[src/rtl/gray_step_sched_if.sv]
// Handshake bundle between the requesters, the burst scheduler and the shared Gray counter.
// The master side is the requester/counter environment; the slave side is the scheduler.
interface gray_step_sched_if #(
    parameter int N_REQ = 4,
    parameter int LEN_W = 4
);
    logic [N_REQ-1:0]       Req;
    logic [N_REQ*LEN_W-1:0] Len;
    logic [N_REQ-1:0]       Grant;
    logic [N_REQ-1:0]       Done;
    logic                   OvfFlag;
    logic                   CntEn;
    logic                   CntOvf;
    logic                   Busy;

    modport master (
        output Req, Len, CntOvf,
        input  Grant, Done, OvfFlag, CntEn, Busy
    );

    modport slave (
        input  Req, Len, CntOvf,
        output Grant, Done, OvfFlag, CntEn, Busy
    );
endinterface

[src/rtl/gray_step_sched.sv]
// Round-robin burst scheduler sharing one 3-bit Gray counter: grants one requester at a time,
// enables the counter for exactly Len cycles and reports completion with a wrap flag.
//
// state | meaning
// IDLE  | no burst in flight; arbitrate among Req from rr_ptr+1
// RUN   | CntEn high, rem counting down to the last enabled cycle
// DONE  | one-cycle Done pulse to the granted requester, Grant still held
module gray_step_sched #(
    parameter int N_REQ = 4,
    parameter int LEN_W = 4
) (
    input  logic             Clk,
    input  logic             Reset,
    gray_step_sched_if.slave bus
);
    localparam int IDX_W = (N_REQ > 1) ? $clog2(N_REQ) : 1;

    typedef enum logic [1:0] {
        IDLE = 2'd0,
        RUN  = 2'd1,
        DONE = 2'd2
    } state_t;

    state_t           state,    state_n;
    logic [N_REQ-1:0] grant,    grant_n;
    logic [IDX_W-1:0] rr_ptr,   rr_ptr_n;
    logic [LEN_W-1:0] rem,      rem_n;
    logic             cnt_en,   cnt_en_n;
    logic             ovf_s,    ovf_s_n;
    logic             first,    first_n;
    logic             zero_len, zero_len_n;

    logic             pick_valid;
    logic [IDX_W-1:0] pick;
    logic [LEN_W-1:0] len_arr [N_REQ];

    always_comb begin
        for (int i = 0; i < N_REQ; i++) begin
            len_arr[i] = bus.Len[i*LEN_W +: LEN_W];
        end
    end

    // Scan downwards so the closest requester after rr_ptr is the last one written.
    always_comb begin
        pick_valid = 1'b0;
        pick       = '0;
        for (int k = N_REQ; k >= 1; k--) begin
            if (bus.Req[IDX_W'((int'(rr_ptr) + k) % N_REQ)]) begin
                pick_valid = 1'b1;
                pick       = IDX_W'((int'(rr_ptr) + k) % N_REQ);
            end
        end
    end

    always_ff @(posedge Clk) begin
        if (!Reset) begin
            state    <= IDLE;
            grant    <= '0;
            rr_ptr   <= IDX_W'(N_REQ - 1);
            rem      <= '0;
            cnt_en   <= 1'b0;
            ovf_s    <= 1'b0;
            first    <= 1'b0;
            zero_len <= 1'b0;
        end else begin
            state    <= state_n;
            grant    <= grant_n;
            rr_ptr   <= rr_ptr_n;
            rem      <= rem_n;
            cnt_en   <= cnt_en_n;
            ovf_s    <= ovf_s_n;
            first    <= first_n;
            zero_len <= zero_len_n;
        end
    end

    always_comb begin
        state_n    = state;
        grant_n    = grant;
        rr_ptr_n   = rr_ptr;
        rem_n      = rem;
        cnt_en_n   = cnt_en;
        ovf_s_n    = ovf_s;
        first_n    = first;
        zero_len_n = zero_len;

        case (state)
            IDLE: begin
                if (pick_valid) begin
                    grant_n       = '0;
                    grant_n[pick] = 1'b1;
                    rr_ptr_n      = pick;
                    rem_n         = len_arr[pick];
                    if (len_arr[pick] != '0) begin
                        state_n    = RUN;
                        cnt_en_n   = 1'b1;
                        ovf_s_n    = 1'b0;
                        first_n    = 1'b1;
                        zero_len_n = 1'b0;
                    end else begin
                        state_n    = DONE;
                        cnt_en_n   = 1'b0;
                        zero_len_n = 1'b1;
                    end
                end
            end
            RUN: begin
                // CntOvf in the first RUN cycle still reflects the previous burst.
                first_n = 1'b0;
                if (!first) begin
                    ovf_s_n = ovf_s | bus.CntOvf;
                end
                rem_n = rem - 1'b1;
                if (rem == LEN_W'(1)) begin
                    state_n  = DONE;
                    cnt_en_n = 1'b0;
                end
            end
            DONE: begin
                state_n = IDLE;
                grant_n = '0;
            end
            default: begin
                state_n  = IDLE;
                grant_n  = '0;
                cnt_en_n = 1'b0;
            end
        endcase
    end

    assign bus.Grant   = grant;
    assign bus.CntEn   = cnt_en;
    assign bus.Busy    = (state == RUN) || (state == DONE);
    assign bus.Done    = (state == DONE) ? grant : '0;
    // The last enable's wrap only shows up on CntOvf during DONE itself.
    assign bus.OvfFlag = (state == DONE) && !zero_len && (ovf_s || bus.CntOvf);
endmodule

[src/flat_wrapper.sv]
// flat-port wrapper written by rule: the top's interface ports become plain ports
module gray_step_sched_flat 
#(
    parameter int N_REQ = 4,
    parameter int LEN_W = 4
)
  (Clk, Reset, bus_Req, bus_Len, bus_CntOvf, bus_Grant, bus_Done, bus_OvfFlag, bus_CntEn, bus_Busy);
  gray_step_sched_if #(.N_REQ(N_REQ), .LEN_W(LEN_W)) bus_i ();
  input  logic Clk;
  input  logic Reset;
  input wire logic [$bits(bus_i.Req)-1:0] bus_Req;
  input wire logic [$bits(bus_i.Len)-1:0] bus_Len;
  input wire logic [$bits(bus_i.CntOvf)-1:0] bus_CntOvf;
  output wire logic [$bits(bus_i.Grant)-1:0] bus_Grant;
  output wire logic [$bits(bus_i.Done)-1:0] bus_Done;
  output wire logic [$bits(bus_i.OvfFlag)-1:0] bus_OvfFlag;
  output wire logic [$bits(bus_i.CntEn)-1:0] bus_CntEn;
  output wire logic [$bits(bus_i.Busy)-1:0] bus_Busy;
  assign bus_i.Req = bus_Req;
  assign bus_i.Len = bus_Len;
  assign bus_i.CntOvf = bus_CntOvf;
  assign bus_Grant = bus_i.Grant;
  assign bus_Done = bus_i.Done;
  assign bus_OvfFlag = bus_i.OvfFlag;
  assign bus_CntEn = bus_i.CntEn;
  assign bus_Busy = bus_i.Busy;
  gray_step_sched #(.N_REQ(N_REQ), .LEN_W(LEN_W)) u_core (.Clk(Clk), .Reset(Reset), .bus(bus_i));
endmodule
[config.mk]
export PLATFORM = sky130hd
export DESIGN_NAME = gray_step_sched_flat
export DESIGN_NICKNAME = d
export VERILOG_FILES = /design/src/rtl/gray_step_sched_if.sv /design/src/rtl/gray_step_sched.sv /design/src/flat_wrapper.sv
export SDC_FILE = /design/constraint.sdc
export NUM_CORES = 1
export LEC_CHECK = 0
export ABC_AREA = 1
export CORE_MARGIN = 1.5
export CORE_UTILIZATION = 43
export DETAILED_ROUTE_END_ITERATION = 16
export GPL_TIMING_DRIVEN = 0
export PLACE_DENSITY = 0.77
export SETUP_SLACK_MARGIN = 0.5
export SKIP_CTS_REPAIR_TIMING = 1
export SLEW_MARGIN = 40
export SYNTH_ARGS = -nofsm -noshare
export SYNTH_HDL_FRONTEND = slang
export SYNTH_SLANG_ARGS = --single-unit
[constraint.sdc]
create_clock -name Clk -period 1.85 [get_ports Clk]
set_input_delay 0.2775 -clock Clk [delete_from_list [all_inputs] [get_ports Clk]]
set_output_delay 0.2775 -clock Clk [all_outputs]
set_load 0.02 [all_outputs]
; After elaboration in Yosys (flattened, before gate mapping)
; Index checks and enable logic that the tools add are counted.
[classes]
n_mux = 46
bitwise = 4
add_sub_neg = 5
n_lt_le_gt_ge = 7
reduce_logical = 16
eq_ne = 7
[op_table]
columns = operator, n
row1 = two-way mux 1 bit, 22
row2 = two-way mux 4 bit, 5
row3 = less-than comparator 2 x 4 -> 1 bit (second input constant), 4
row4 = one-hot mux 4 bit (2 select lines), 2
row5 = two-way mux 2 bit, 7
row6 = binary-select mux 1 bit (select 2 bit), 4
row7 = binary-select mux 4 bit (select 2 bit), 1
row8 = AND reduction 2 bit, 4
row9 = != test 2 x 1 -> 1 bit (second input constant), 3
row10 = AND reduction 3 bit, 2
row11 = adder 2 x 1 -> 2 bit (second input constant), 2
row12 = adder 2 bit (second input constant), 2
row13 = equality test 4 x 1 -> 1 bit (second input constant), 1
row14 = one-hot mux 1 bit (2 select lines), 2
row15 = one-hot mux 2 bit (2 select lines), 1
row16 = AND reduction 4 bit, 1
row17 = nonzero test 4 bit, 1
row18 = subtractor 4 x 1 -> 4 bit (second input constant), 1
row19 = greater-or-equal comparator 3 bit (second input constant), 1
row20 = logical AND 1 bit, 3
row21 = less-than comparator 2 x 3 -> 1 bit (second input constant), 1
row22 = inverter 2 -> 3 bit, 1
row23 = one-hot mux 1 bit (3 select lines), 1
row24 = demux 1 bit (select 2 bit), 1
row25 = 10 further kinds, 12
[totals]
reg_bits = 16
in_bits = 23
word_cells = 93

; Logic depth before layout (Yosys ltp)
; Gate-level depths: netlist of run 1.
[logic_depth]
word_depth = 16
mapped_depth = 21
depth_no_buf = 19

; Worst setup path after synthesis of run 1
; Ideal clock, no wire load.
[synth_path]
kind = register -> register
startpoint = register u_core.rr_ptr[0]
endpoint = register u_core.ovf_s
t_required_ns = 1.740
setup_slack_ns = 0.043
period_less_slack_ns = 1.807
path_stages_with_launch = 21
n_path_buf = 2
setup_ns = 0.110
arrival_ns = 1.698
path_cell_list = dfxtp_1 buf_6 inv_4 nand2_1 nand2_1 nand2_1 nand2_1 inv_2 nand2_1 nand2_2 buf_4 nand3_1 nand2_1 nand2_1 nand2_1 nor2_2 nand3_2 nand3_1 nand2_1 inv_2 nor2_1
[synth_between]
elab_chain_cells = 15
word_cells_on_any_way = 32
classes_between = add/sub: 4 / eq/ne: 2 / mux: 23 / bitwise: 1 / reduce/logical: 2
[synth_rtl]
columns = item, line
row1 = start: declaration, gray_step_sched.sv:26  ; logic [IDX_W-1:0] rr_ptr, rr_ptr_n;
row2 = start signal: assignment, gray_step_sched.sv:59  ; rr_ptr <= IDX_W'(N_REQ - 1);
row3 = start signal: assignment, gray_step_sched.sv:68  ; rr_ptr <= rr_ptr_n;
row4 = adder 2 x 1 -> 2 bit, "gray_step_sched.sv:48, gray_step_sched.sv:50"
row5 = binary-select mux 1 bit (select 2 bit), gray_step_sched.sv:48  ; if (bus.Req[IDX_W'((int'(rr_ptr) + k) % N_REQ)]) begin
row6 = two-way mux 1 bit (implied by the code) (2 in a row), gray_step_sched.sv:48
row7 = two-way mux 2 bit (4 in a row), gray_step_sched.sv:48
row8 = inverter 2 -> 3 bit (implied by the code), gray_step_sched.sv:94  ; if (len_arr[pick] != '0) begin
row9 = binary-select mux 4 bit (select 2 bit), gray_step_sched.sv:94
row10 = two-way mux 4 bit (implied by the code) (2 in a row), gray_step_sched.sv:94
row11 = nonzero test 4 bit, gray_step_sched.sv:94
row12 = != test 2 x 1 -> 1 bit (no line), n/a
row13 = AND reduction 4 bit (no line) *, n/a
row14 = end signal: assignment, gray_step_sched.sv:71  ; ovf_s <= ovf_s_n;
row15 = end: declaration, gray_step_sched.sv:29  ; logic ovf_s, ovf_s_n;
; Mark *: on every way between the ends. The rest lies on a longest branch, timed or not. The select of a mux whose other input is x is not followed.
; A chain may end at the register's enable or synchronous reset.

; Worst setup path in the final report of run 1
[layout_path]
startpoint = input bus_Req[3]
endpoint = register u_core.state[1]
[layout_between]
elab_chain_cells = 15
word_cells_on_any_way = 30
classes_between = eq/ne: 1 / mux: 26 / bitwise: 1 / reduce/logical: 2
[layout_rtl]
columns = item, line
row1 = start: declaration, flat_wrapper.sv:11  ; input wire logic [$bits(bus_i.Req)-1:0] bus_Req;
row2 = binary-select mux 1 bit (select 2 bit), gray_step_sched.sv:48
row3 = two-way mux 1 bit (implied by the code) (2 in a row), gray_step_sched.sv:48
row4 = two-way mux 2 bit (4 in a row), gray_step_sched.sv:48
row5 = inverter 2 -> 3 bit (implied by the code), gray_step_sched.sv:94
row6 = binary-select mux 4 bit (select 2 bit), gray_step_sched.sv:94
row7 = two-way mux 4 bit (implied by the code) (2 in a row), gray_step_sched.sv:94
row8 = nonzero test 4 bit, gray_step_sched.sv:94
row9 = two-way mux 2 bit, gray_step_sched.sv:94
row10 = two-way mux 2 bit, gray_step_sched.sv:89  ; if (pick_valid) begin
row11 = one-hot mux 2 bit (2 select lines), gray_step_sched.sv:87  ; case (state)
row12 = end signal: assignment, gray_step_sched.sv:66  ; state <= state_n;
row13 = end: declaration, gray_step_sched.sv:24  ; state_t state, state_n;
; Several ways; a longest one is shown, not always the timed one. The select of a mux whose other input is x is not followed.

==> reports/metrics.csv, run 1 <==
stage,metric,value,unit
die,initial_core_util,46.7,%
placed_design,port_buffers,32,
grt,grt_pass1_vias,1244,
sta,fmax,491,MHz
logic_synthesis,postSynthAreaPerCell,5.93,µm²
logic_synthesis,synth-async-reset-ratio,0,%
routing,dr.pass1.iters,5,
critical_path,critPathRequiredTime,2.09,ns
critical_path,cp-end-kind,flop,
logic_synthesis,synth-compound-area-share,16.2,%
grt,grt_busiest_layer,met2,
outcome,status,"finished, violations left",
grt,grt_overflow,0,
power_and_ir_drop,p_comb_share,76.1,%
sta,drv_slew,0,
sta,grt_setup_unrepaired,yes,
cts,cts_buffers,3,
logic_synthesis,synth_top_area_share,26.7,%
layout,diodes,0,
cts,cts_max_path_buffers,2,
grt,antenna_found_initial,0,
power_and_ir_drop,intPower,1.73,mW
die,die-height,55.8,µm
cts,htreeDepth,1,
routing,wirelength,3430,µm
placed_design,placed_cell_area,1570,µm²
logic_synthesis,synth_fp_nets,230,
placed_design,place.gp.congestion,0.770,
routing,post_drt_via_cell_ratio,5.25,
sta,skew,0.00866,ns
sta,fin_crit,2.04,ns
logic_synthesis,yosysSeqAreaShare,26.7,%
grt,grt_usage,20.5,%
cts,cts_root_buf,clkbuf_4,
critical_path,crit_slowest_cell,clkdlybuf4s50_1,
logic_synthesis,synth_area_leaders,"dfxtp_1 27%, nand2_1 24%, inv_1 7.2%",
sta,final-hold-violation-count,0,
critical_path,cp.arrival,2.28,ns
grt,grt_pass1_wl,5210,µm
layout,drive_gt1_share,38.8,%
cts,cts.sinks,16,
grt,met2_usage,32.8,%
logic_synthesis,synth-xor-area-share,0.731,%
die,io_pins,34,
power_and_ir_drop,clock_power_share,6.7,%
grt,grt_start_max_net_pins,11,
critical_path,path_class,in2reg,
placed_design,pre_cts_slack,-0.489,ns
layout,design_area,1870,µm²
grt,met1_usage,27.8,%
power_and_ir_drop,p_sw_share,52.4,%
routing,routedWlPerCell,12.5,µm
critical_path,critical_path.max_fanout,10,
sta,fin_crit_sh,110,%
sta,worstMarginPinSlew,0.448,ns
layout,final_util,72.8,%
cts,clock_latency,0.30,ns
critical_path,worstSetupStartpointType,primary input,
logic_synthesis,synth-seq-cells,16,
routing,num_vias,1443,
die,rows,18,
logic_synthesis,synth-main-ff-cell,dfxtp_1,
power_and_ir_drop,p_sw,1.90,mW
layout,area_delta_synth_final,55.9,%
sta,worst_slack,-0.187,ns
logic_synthesis,synth_edf_count,0,
logic_synthesis,synth_top_family_by_area,simple AND/OR/NAND/NOR gates,
logic_synthesis,synth.area.mux_share,0,%
job,maxCapViolCount,0,
logic_synthesis,synthAdderAreaFrac,5.22,%
sta,tns,-0.901,ns
die,die_area,3110,µm²
sta,finalSetupViolCount,6,
logic_synthesis,ys_warn_count,0,
outcome,violations,setup timing,
cts,path_clk_slew,0.10,ns
layout,nets,274,
sta,hold_ws,0.383,ns
power_and_ir_drop,peakVddDrop,1400,µV
grt,grt_use_met3,4.65,%
die,coreArea,2570,µm²
placed_design,dp.final_hpwl,2210,µm
power_and_ir_drop,seq_power_share,17.2,%
routing,drcViolationCount,0,
power_and_ir_drop,power_per_cell_area,1940,nW/µm²
logic_synthesis,synth_top_cell_by_area,dfxtp_1,
logic_synthesis,synth_area,1200,µm²
logic_synthesis,yosysMostFrequentCell,nand2_1,
worst_hold_path,hp-class,in2reg,
logic_synthesis,post_synth_num_cell_types,24,
routing,ant_nets,0,
logic_synthesis,yosys.area_share.simple,38.3,%
logic_synthesis,ys_top_cells_by_count,"76 x nand2_1, 23 x inv_1, 16 x dfxtp_1, 16 x o21ai_0, 15 x nand3_1",
critical_path,path_common_cell,nand2_2,
routing,drtIter0Drc,50,
sta,slew_headroom,70.1,%
logic_synthesis,synth_cells,202,
critical_path,cp_cell_sequence,clkdlybuf4s50_1 > inv_1 > o21ai_2 > nand2_2 > nand2_2 > nand2_2 > nand2_2 > nand2_2 > buf_6 > nand3_1 > nand2_1 > nand2_1 > nand2_2 > nor2_2 > nand3_2 > buf_4 > a21oi_2,
cts,cts_tree,done,
critical_path,slowest_delay,0.45,ns
power_and_ir_drop,leakage,0.987,nW
die,die_x,55.8,µm
cell type report:
type	count	area, µm²
Inverter	27	114
Fill cell	226	698
Multi-Input combinational cell	152	901
Timing Repair Buffer	39	392
Clock buffer	4	36.3
Buffer	7	61.3
Tap cell	30	37.5
Sequential cell	16	328
critical path: cells and delay by family:
family	cells	cell delay (ns)
buf+inv	4	0.82
simple gates	11	0.88
compound gates	2	0.28
power by group through the flow:
| stage | clock network [mW] | logic (mW) | registers, mW |
|---|---|---|---|
| after global routing | 0.264 | 3.05 | 0.644 |
| after detailed placement | 0 | 2.16 | 0.592 |
| after CTS | 0.245 | 2.18 | 0.585 |
| after global placement | 0 | 2.13 | 0.591 |
| after floorplan | 0 | 1.61 | 0.628 |
| final | 0.244 | 2.76 | 0.625 |
layer usage:
layer  vias up  wire length [µm]
met4         0                34
met1       650              1570
met3         5               236
met5         -                 0
met2        54              1590
li1        734                 -
flip-flops by register name, indices dropped and copies added (netlist names):
| name | cells |
|---|---|
| u_core.rem | 4 |
| u_core.bus.CntEn | 1 |
| u_core.state | 2 |
| u_core.first | 1 |
| u_core.ovf_s | 1 |
| u_core.bus.Grant | 4 |
| u_core.rr_ptr | 2 |
| u_core.zero_len | 1 |
placed cells by master (no fill, tap or decap), types with 2 or more instances in the layout:
master,instances
a21oi_1,11
a21oi_2,3
a31oi_1,2
buf_4,10
buf_6,7
clkbuf_4,3
clkdlybuf4s50_1,20
dfxtp_1,12
dfxtp_2,3
dlymetal6s2s_1,6
ha_1,3
ha_4,2
inv_1,14
inv_2,10
inv_4,2
nand2_1,45
nand2_2,33
nand3_1,10
nand3_2,6
nand4_1,3
nor2_1,6
nor2_2,4
o21ai_0,10
o21ai_1,5
o21ai_2,3
cell families after synthesis:
| logic type | Yosys count |
|---|---|
| flops | 16 |
| fa+ha+maj | 5 |
| simple gates | 110 |
| compound gates | 36 |
| xor+xnor | 1 |
| buf+inv | 34 |
worst paths after layout:
path	slack, ns	cells after the start	end	from
worst max-delay path	-0.19	17	u_core.state[1]	bus_Req[3]
worst min-delay path	0.38	3	u_core.state[1]	Reset
worst max register to register	-0.18	19	u_core.state[1]	u_core.rr_ptr[0]
worst min register to register	0.50	2	u_core.first	u_core.first
metrics by stage:
step	instances	total power [mW]
5_1_grt	275	3.96
6_report	275	3.63
2_1_floorplan	202	2.24
3_3_place_gp	264	2.72
3_5_place_dp	264	2.75
4_1_cts	268	3.01
Note: power is estimated with default switching activity, not from simulation.
==> run 2: changes to the inputs <==
--- a/config.mk
+++ b/config.mk
@@ -9,7 +9,6 @@
 export CORE_MARGIN = 1.5
 export CORE_UTILIZATION = 43
 export DETAILED_ROUTE_END_ITERATION = 16
-export GPL_TIMING_DRIVEN = 0
 export PLACE_DENSITY = 0.77
 export SETUP_SLACK_MARGIN = 0.5
 export SKIP_CTS_REPAIR_TIMING = 1
==> reports/metrics.csv, run 2 (synthesis gave the netlist of run 1 again) <==
stage,metric,value,unit,change
routing,num_vias,1650,,was 1443
routing,post_drt_via_cell_ratio,5.61,,was 5.25
grt,grt_overflow,0,,unchanged
power_and_ir_drop,peakVddDrop,1470,µV,was 1400 µV
routing,dr.pass1.iters,4,,was 5
outcome,violations,setup timing,,unchanged
layout,layout_commonest_cell,nand2_1,,unchanged
grt,antenna_found_initial,0,,unchanged
cts,htreeDepth,1,,unchanged
sta,fin_crit_sh,113,%,was 110%
critical_path,regToRegEndpoint,u_core.ovf_s,,was u_core.state[1]
die,coreArea,2570,µm²,unchanged
layout,final_cell_count_no_fill,294,,was 275
critical_path,reg2reg_slack,-0.25,ns,was -0.18 ns
placed_design,place.gp.congestion,0.799,,was 0.770
worst_hold_path,hp-class,reg2reg,,was in2reg
job,maxCapViolCount,0,,unchanged
routing,routedWlPerCell,15.9,µm,was 12.5 µm
critical_path,crit_slowest_cell,dfxtp_4,,was clkdlybuf4s50_1
sta,skew,0.0192,ns,was 0.00866 ns
routing,ant_nets,0,,unchanged
critical_path,slowest_delay,0.41,ns,was 0.45 ns
sta,drv_slew,0,,unchanged
die,die-height,55.8,µm,unchanged
cts,cts.sinks,16,,unchanged
critical_path,critPathRequiredTime,2.08,ns,was 2.09 ns
critical_path,cp-end-kind,flop,,unchanged
outcome,status,"finished, violations left",,unchanged
sta,worst_slack,-0.246,ns,was -0.187 ns
sta,slew_headroom,69.8,%,was 70.1%
layout,nets,293,,was 274
placed_design,port_buffers,33,,was 32
die,rows,18,,unchanged
die,io_pins,34,,unchanged
routing,drcViolationCount,0,,unchanged
sta,worstMarginPinSlew,0.453,ns,was 0.448 ns
layout,diodes,0,,unchanged
die,die_area,3110,µm²,unchanged
worst_hold_path,hp-start,u_core.first,,was Reset
cts,cts_max_path_buffers,2,,unchanged
critical_path,path_class,reg2reg,,was in2reg
worst_hold_path,holdPathStages,2,,was 3
grt,grt_usage,20.8,%,was 20.5%
cts,cts_buffers,3,,unchanged
critical_path,worstSetupStartpointType,flop,,was primary input
placed_design,dp.final_hpwl,2360,µm,was 2210 µm
power_and_ir_drop,power_per_cell_area,2150,nW/µm²,was 1940 nW/µm²
sta,grt_setup_unrepaired,yes,,unchanged
critical_path,cp.arrival,2.32,ns,was 2.28 ns
critical_path,cp_cell_sequence,inv_8 > nand2_4 > nand2_2 > nand2_2 > nand2_4 > inv_4 > nand2_4 > nand2_4 > buf_4 > buf_4 > nand3_2 > nand2_1 > nand2_1 > nand2_2 > nor2_4 > nand3_4 > nand3_2 > nand2_2 > inv_2 > nor2_1,,was clkdlybuf4s50_1 > inv_1 > o21ai_2 > nand2_2 > nand2_2 > nand2_2 > nand2_2 > nand2_2 > buf_6 > nand3_1 > nand2_1 > nand2_1 > nand2_2 > nor2_2 > nand3_2 > buf_4 > a21oi_2
die,initial_core_util,46.7,%,unchanged
critical_path,reg2reg_from,u_core.rr_ptr[0],,unchanged
cts,clock_latency,0.31,ns,was 0.30 ns
sta,fmax,477,MHz,was 491 MHz
worst_hold_path,holdPathEnd,u_core.first,,was u_core.state[1]
critical_path,critical_path.max_fanout,8,,was 10
layout,drive_gt1_share,42.8,%,was 38.8%
placed_design,dp.cells,277,,was 264
critical_path,worstRegToRegCells,20,,was 19
layout,layout_common_cells,"45 x nand2_1, 31 x buf_4, 23 x nand2_2",,"was 45 x nand2_1, 33 x nand2_2, 20 x clkdlybuf4s50_1"
cts,cts_tree,done,,unchanged
routing,drtIter0Drc,135,,was 50
sta,fin_crit,2.10,ns,was 2.04 ns
power_and_ir_drop,leakage,1.16,nW,was 0.987 nW
grt,grt_pass1_wl,5210,µm,unchanged
grt,grt_start_max_net_pins,11,,unchanged
cts,path_clk_slew,0.11,ns,was 0.10 ns
grt,grt_pass1_vias,1267,,was 1244
sta,final-hold-violation-count,0,,unchanged
layout,area_delta_synth_final,78.1,%,was 55.9%
cts,cts_root_buf,clkbuf_4,,unchanged
sta,finalSetupViolCount,13,,was 6
die,die_x,55.8,µm,unchanged
sta,tns,-1.93,ns,was -0.901 ns
routing,wirelength,4680,µm,was 3430 µm
[run 2: metal layers]
layer,vias to the layer above,wire length [µm],GRT usage [%]
li1,767,-,-
met1,760,1900,28.8
met2,104,2220,31.5
met3,19,379,4.42
met4,0,186,8.36
met5,-,0,0
[run 2: worst max-delay path by stage]
stage,startpoint,endpoint,slack (ns)
finish,u_core.rr_ptr[0],u_core.ovf_s,-0.25
global route,u_core.rr_ptr[0],u_core.bus.CntEn,-0.48
CTS,bus_Req[1],u_core.ovf_s,-0.17
detailed placement,bus_Req[1],u_core.ovf_s,-0.49
global placement,bus_Req[1],u_core.ovf_s,-0.45
floorplan,u_core.rr_ptr[0],u_core.ovf_s,0.05
[run 2: worst max-delay path: cells and delay by family (launching register included)]
kind	cells	cell delay, ns
flops	1	0.41
simple gates	15	1.15
buf+inv	5	0.47
[run 2: final cells by class]
type	instances	area (µm²)
clock buffers	4	36.3
well taps	30	37.5
fillers	158	433
multi-input cells	152	1010
flip-flops and latches	16	330
inverters	27	114
repair buffers	65	607
[run 2: metrics by stage]
| stage | power (mW) | utilization [%] | setup slack (ns) | hold WS (ns) | instance area (µm²) |
|---|---|---|---|---|---|
| 6_report | 4.59 | 83.1 | -0.246 | 0.480 | 2130 |
| 5_1_grt | 4.87 | 83.1 | -0.478 | 0.488 | 2130 |
| 4_1_cts | 3.27 | 67.1 | -0.174 | 0.479 | 1720 |
| 3_5_place_dp | 3.02 | 65.7 | -0.490 | 0.461 | 1690 |
| 3_3_place_gp | 3.01 | 65.7 | -0.454 | 0.458 | 1690 |
| 2_1_floorplan | 2.24 | - | 0.0515 | 0.448 | 1220 |
[run 2: power breakdown]
| group | total [mW] | switching (mW) | leakage, nW | internal (mW) |
|---|---|---|---|---|
| sequential | 0.656 | 0.155 | 0.133 | 0.501 |
| clock | 0.249 | 0.129 | 0.0210 | 0.120 |
| combinational | 3.69 | 2.11 | 1.01 | 1.57 |
| total | 4.59 | 2.40 | 1.16 | 2.19 |
==> run 3: changes to the inputs <==
--- a/config.mk
+++ b/config.mk
@@ -9,6 +9,7 @@
 export CORE_MARGIN = 1.5
 export CORE_UTILIZATION = 43
 export DETAILED_ROUTE_END_ITERATION = 16
+export GPL_TIMING_DRIVEN = 0
 export PLACE_DENSITY = 0.77
 export SETUP_SLACK_MARGIN = 0.5
 export SKIP_CTS_REPAIR_TIMING = 1
==> results of run 3 <==
No change in the layout: final DEF, timing and power equal those of run 1.
